--- config.mk ---
export PLATFORM = sky130hd
export DESIGN_NAME = accu_sequencer
export DESIGN_NICKNAME = d
export VERILOG_FILES = /design/src/rtl/accu_sequencer.sv
export SDC_FILE = /design/constraint.sdc
export NUM_CORES = 1
export LEC_CHECK = 0
export CAP_MARGIN = 20
export CORE_MARGIN = 10
export CORE_UTILIZATION = 45
export CTS_BUF_LIST = sky130_fd_sc_hd__clkbuf_8
export CTS_CLUSTER_SIZE = 10
export DETAILED_ROUTE_END_ITERATION = 7
export PLACE_DENSITY = 0.81
export SYNTH_ARGS = -nofsm -noshare
export SYNTH_HDL_FRONTEND = slang
export SYNTH_SLANG_ARGS = --single-unit
--- constraint.sdc ---
create_clock -name clk -period 1.8 [get_ports clk]
set_input_delay 0.18 -clock clk [delete_from_list [all_inputs] [get_ports clk]]
set_output_delay 0.18 -clock clk [all_outputs]
set_load 0.02 [all_outputs]
--- src/rtl/accu_sequencer.sv ---
// accu_sequencer: control for the convolution-layer bias/partial-sum adder and
// the partial-sum buffer. It walks every output pixel once per input channel.
// For each filter group it selects bias on channel 0 and the stored partial
// sum on later channels. Results on the last channel are flagged as final.
module accu_sequencer #(
   parameter int IFM_SIZE_NEXT           = 10,
   parameter int IFM_DEPTH               = 3,
   parameter int NUMBER_OF_FILTERS       = 16,
   parameter int NUMBER_OF_UNITS         = 3,
   parameter int NUMBER_OF_GROUPS        = NUMBER_OF_FILTERS / NUMBER_OF_UNITS + 1,
   parameter int ADDRESS_SIZE_NEXT_IFM   = $clog2(IFM_SIZE_NEXT * IFM_SIZE_NEXT),
   parameter int NUMBER_OF_BITS_CHANNELS = $clog2(IFM_DEPTH) + 1,
   parameter int GROUP_BITS              = $clog2(NUMBER_OF_GROUPS) + 1
) (
   input  logic                             clk,
   input  logic                             reset,
   input  logic                             start,
   input  logic                             conv_valid,
   output logic                             accu_enable,
   output logic [ADDRESS_SIZE_NEXT_IFM-1:0] psum_addr,
   output logic                             psum_we,
   output logic [GROUP_BITS-1:0]            bias_sel,
   output logic                             out_valid,
   output logic [ADDRESS_SIZE_NEXT_IFM-1:0] out_addr,
   output logic                             busy,
   output logic                             done
);

   localparam int unsigned PIXELS = IFM_SIZE_NEXT * IFM_SIZE_NEXT;
   localparam logic [ADDRESS_SIZE_NEXT_IFM-1:0]   PIX_LAST = ADDRESS_SIZE_NEXT_IFM'(PIXELS - 1);
   localparam logic [NUMBER_OF_BITS_CHANNELS-1:0] CH_LAST  = NUMBER_OF_BITS_CHANNELS'(IFM_DEPTH - 1);
   localparam logic [GROUP_BITS-1:0]              GRP_LAST = GROUP_BITS'(NUMBER_OF_GROUPS - 1);

   typedef enum logic [1:0] {
      IDLE,
      ACCUM,
      NEXT_GROUP,
      DONE
   } state_t;

   state_t                             state, state_nx;
   logic [ADDRESS_SIZE_NEXT_IFM-1:0]   pix, pix_nx;
   logic [NUMBER_OF_BITS_CHANNELS-1:0] ch, ch_nx;
   logic [GROUP_BITS-1:0]              grp, grp_nx;

   // State and counter registers; reset aborts a pass immediately.
   always_ff @(posedge clk or negedge reset) begin
      if (!reset) begin
         state <= IDLE;
         pix   <= '0;
         ch    <= '0;
         grp   <= '0;
      end else begin
         state <= state_nx;
         pix   <= pix_nx;
         ch    <= ch_nx;
         grp   <= grp_nx;
      end
   end

   // Next state and counter advance. Counters move only on accepted beats.
   always_comb begin
      state_nx = state;
      pix_nx   = pix;
      ch_nx    = ch;
      grp_nx   = grp;
      case (state)
         IDLE: begin
            if (start) begin
               state_nx = ACCUM;
               pix_nx   = '0;
               ch_nx    = '0;
               grp_nx   = '0;
            end
         end
         ACCUM: begin
            if (conv_valid) begin
               if (pix == PIX_LAST) begin
                  pix_nx = '0;
                  if (ch == CH_LAST) begin
                     ch_nx    = '0;
                     state_nx = (grp == GRP_LAST) ? DONE : NEXT_GROUP;
                  end else begin
                     ch_nx = ch + 1'b1;
                  end
               end else begin
                  pix_nx = pix + 1'b1;
               end
            end
         end
         NEXT_GROUP: begin
            grp_nx   = grp + 1'b1;
            pix_nx   = '0;
            ch_nx    = '0;
            state_nx = ACCUM;
         end
         DONE: begin
            state_nx = IDLE;
         end
         default: begin
            state_nx = IDLE;
         end
      endcase
   end

   // Datapath controls, decoded from the registered state and counters.
   always_comb begin
      accu_enable = (ch != '0);
      psum_addr   = pix;
      out_addr    = pix;
      bias_sel    = grp;
      psum_we     = (state == ACCUM) && conv_valid;
      out_valid   = (state == ACCUM) && conv_valid && (ch == CH_LAST);
      busy        = (state != IDLE);
      done        = (state == DONE);
   end

endmodule

# Word level (Yosys, flattened, before mapping)
# Index checks and enable logic that the tools add are counted.
[word_totals]
ff_bits = 16
inputBits = 4
out_inout_bits = 23
wordCells = 45
[classes]
addsub = 3
n_eq_ne = 10
muxes = 17
reduce_logical = 11
[ops]
columns = ["op", "count"]
rows = [
  ["$mux 7", 3],
  ["$pmux 7 s3", 1],
  ["$mux 3", 4],
  ["$pmux 3 s3", 1],
  ["$mux 2", 4],
  ["$pmux 2 s4", 1],
  ["$pmux 4 s2", 1],
  ["$reduce_and 4->1", 2],
  ["$add 7x1->7 const B", 1],
  ["$eq 7x7->1 const B", 1],
  ["$ne 2x2->1 const B", 3],
  ["$reduce_bool 3->1", 2],
  ["$add 4x1->4 const B", 1],
  ["$eq 2x2->1 const B", 2],
  ["$eq 4x3->1 const B", 1],
  ["$mux 4", 1],
  ["$reduce_bool 2->1", 2],
  ["$add 3x1->3 const B", 1],
  ["$eq 3x2->1 const B", 1],
  ["$reduce_and 3->1", 1],
  ["$eq 2x1->1 const B", 1],
  ["$logic_and 1x1->1", 2],
  ["$logic_not 2->1", 1],
  ["$ne 2x1->1 const B", 1],
  ["other kinds (2)", 2],
]

# Longest topological paths before layout
[depth]
depth_word = 6
mapped_depth = 6
mapped_depth_nobuf = 6

# Worst setup path after synthesis
# Ideal clock, no wire load.
[synth_path]
path_type = "reg2reg"
start = "reg pix[0], in the netlist out_addr[0]"
end = "reg pix[6], in the netlist out_addr[6]"
setup_ns = 0.077
arrival_time_ns = 1.591
setup_slack_ns = 0.131
path_stages_with_launch = 6
cell_sequence = "dfrtp_1 > ha_1 > and2_0 > nand2_1 > or4_1 > a21oi_1"
[synth_between]
elab_chain_len = 4
elab_cells_between_ends = 5
classes_between = "1 x add/sub; 1 x eq/ne; 3 x mux"
[synth_rtl]
columns = ["element", "line", "rtl"]
rows = [
  ["start: declaration", "42", "logic [ADDRESS_SIZE_NEXT_IFM-1:0] pix, pix_nx;"],
  ["start signal: assignment", "55", "pix <= pix_nx;"],
  ["$add 7x1->7 or $eq 7x7->1 (tied branches)", "87, 78", ""],
  ["$mux 7 *", "78", "if (pix == PIX_LAST) begin"],
  ["$mux 7 *", "77", "if (conv_valid) begin"],
  ["$pmux 7 s3 *", "67", "case (state)"],
]
# Every way passes the cells marked *; elsewhere a longest branch is shown, timed or not. The select of a mux whose other input is x is not followed.
# A chain may end at the register's enable or synchronous reset.

# Worst setup path after layout
[layout_path]
start = "reg state[1]"
end = "reg pix[3], in the netlist out_addr[3]"
[layout_between]
elab_chain_len = 3
elab_cells_between_ends = 8
classes_between = "4 x eq/ne; 1 x mux; 3 x reduce/logical"
[layout_rtl]
columns = ["element", "line", "rtl"]
rows = [
  ["start: declaration", "41", "state_t state, state_nx;"],
  ["start signal: assignment", "54", "state <= state_nx;"],
  ["$eq 2x1->1 (tied with other cells)", "67", ""],
  ["$ne 2x2->1 (no line) or $reduce_bool 3->1 (tied branches)", "-", ""],
  ["$reduce_and 3->1 (no line)", "-", ""],
]
# Parallel ways exist; a longest one is shown, timed or not.

==> flow_summary.json <==
{
  "synth_edf_count": 0,
  "area_growth_pct": 36.6,
  "cts_hold_buf": 0,
  "numClockSinks": 16,
  "coreArea_mm2": 0.00200,
  "wl_per_cell_um": 13.3,
  "antenna-diode-count": 0,
  "drt-total-wl_um": 2180,
  "cts_root_buf": "clkbuf_8",
  "num_vias": 894,
  "worstSetupStartpointType": "flip-flop",
  "grt_overflow": 0,
  "avgSynthCellArea_um2": 9.19,
  "io_pins": 27,
  "grt_pass1_vias": 854,
  "fin_tns_setup_ns": 0,
  "slowest_delay_ns": 0.41,
  "dieArea_mm2": 0.00440,
  "slowest_stage": "dfrtp_1",
  "cp_max_fo": 11,
  "via_per_inst": 5.48,
  "fin_skew_ns": 0.00165,
  "instances_no_fill": 163,
  "drc": 0,
  "path_common_cell": "buf_4",
  "ff_latch_area_um2": 400,
  "std_cell_rows": 16,
  "ys_warn_count": 0,
  "crit_path_end_kind": "flip-flop",
  "status": "finished clean",
  "post_cts_buffers": 0,
  "ys_ff_latch": 16,
  "layout.nets": 145,
  "netlist_area_um2": 965,
  "dieWidth_um": 66.3,
  "path_cells": "buf_4 -> nor3_2 -> a21o_4 -> buf_4 -> nor3_1 -> a221o_1",
  "slew_viol_final": 0,
  "cp.arrival_ns": 1.76,
  "ant_nets": 0,
  "multiInputGateArea_um2": 487,
  "synth_area_leaders": "dfrtp_1 (42%), buf_4 (6.2%), o21ai_0 (4.7%)",
  "antenna_found_initial": 0,
  "fmax_mhz": 612,
  "netlist_instances": 105,
  "synth-async-reset-ratio": 1.00,
  "grt_first_pass_wirelength_um": 3690,
  "required_ns": 1.92,
  "n_fill_cell": 180,
  "cts_tree": "built",
  "fp.dieH_um": 66.3,
  "synth_cell_type_count": 33,
  "start_util": 0.482,
  "seq_area_frac_synth": 0.415,
  "h-tree-depth": 1,
  "clk_latency_ns": 0.24,
  "rsz0062_at_grt": "false",
  "io_buffers": 26,
  "finalHoldViolations": 0,
  "grt_max_degree": 17,
  "dp_cells": 160,
  "clock_path_buffers": 2,
  "holdWs_ns": 0.252,
  "max_slew_margin": 0.673,
  "drive_gt1_frac": 0.140,
  "p_leak_nw": 0.571,
  "tightestPinTransition_ns": 0.489,
  "routabilityCongestion": 0.846,
  "clk_pin_slew_ns": 0.06,
  "yosys_most_used_dff": "dfrtp_1",
  "hold_class": "in2async",
  "maxCapViolCount": 0,
  "grt.total_usage": 0.106,
  "numCtsBuffers": 3,
  "yosysMostFrequentCell": "dfrtp_1",
  "post_cts_resized": 4,
  "utilization": 0.658,
  "yosys.area.top_type": "dfrtp_1",
  "setup_viol": 0,
  "power.density_mw_per_mm2": 1080,
  "synth_nets": 112,
  "drt_iter0_markers": 12,
  "yosysTopAreaCellShare": 0.415,
  "ir_drop_mv": 0.821,
  "hpwl_um": 1790,
  "fin_total_pwr_w": 0.00142,
  "dr.pass1.iters": 4,
  "criticalPathCategory": "reg2reg",
  "period_share": 0.908,
  "period_minus_slack_ns": 1.63,
  "synth_top_cells_by_count": "dfrtp_1 (16), nand2_1 (11), o21ai_0 (9)"
}
-- per-stage QoR --
stage	worst slack, ns	instance area, µm²
after floorplan	0.131	965
after global placement	0.0720	1280
after detailed placement	0.0166	1280
after CTS	0.0369	1320
after global routing	0.0480	1320
final	0.166	1320
-- report_power, final --
group | internal, W | switching, W | total (W)
logic | 0.000328 | 0.000346 | 0.000674
registers | 0.000426 | 0.0000660 | 0.000492
clock network | 0.000148 | 0.000103 | 0.000250
-- critical path: cells and delay by family, from the launching register on --
kind,cells,cell delay (ns)
AO/OA/AOI/OAI,2,0.46
buffers and inverters,2,0.33
flip-flops,1,0.41
AND/OR/NAND/NOR,2,0.31
-- layout make-up --
class | count | share of cell area
well taps | 27 | 0.0256
repair buffers | 38 | 0.264
multi-input cells | 77 | 0.369
flip-flops and latches | 16 | 0.304
clock buffers | 3 | 0.0313
inverters | 2 | 0.00570
-- metal layers --
metal | global-route usage | part of all wire | vias to the layer above
met5 | 0 | 0 | -
met4 | 0.0550 | 0.0064 | 0
met3 | 0.0322 | 0.074 | 2
met2 | 0.166 | 0.49 | 21
met1 | 0.126 | 0.43 | 430
li1 | - | - | 441
-- sequential cells by signal, summed over array words and instances, names as in the netlist --
name	cells
ch	3
state	2
out_addr	7
bias_sel	4
-- worst paths after layout --
check                               from           to  slack (ns)  cells after the start
worst max-delay path            state[1]  out_addr[3]        0.17                      6
worst min-delay path               reset  out_addr[6]        0.25                      2
worst max register to register  state[1]  out_addr[3]        0.17                      6
worst min register to register     ch[1]        ch[1]        0.54                      1
max in group asynchronous          reset     state[0]        1.37                      2
min in group clk                   ch[1]        ch[1]        0.54                      1
-- layout by cell type, fill, tap and decap left out, types with 3 or more instances in the layout --
master,netlist,routed
buf_4,8,12
nor2_1,4,4
nand2_1,11,11
nor3_1,5,5
a21oi_1,4,4
nand3_1,5,5
o21ai_0,9,9
clkdlybuf4s50_1,0,21
nand2b_1,6,6
dlygate4sd2_1,0,4
clkbuf_8,0,3
ha_1,3,3
dfrtp_1,16,16
nand4_1,3,3
-- cell families after synthesis --
group	share of synthesized area
AO/OA/AOI/OAI	0.175
adder cells (fa/ha/maj)	0.0389
buffers and inverters	0.0804
flip-flops	0.415
multiplexers	0.0104
AND/OR/NAND/NOR	0.280
No activity file was read; power rests on OpenSTA's default activity.
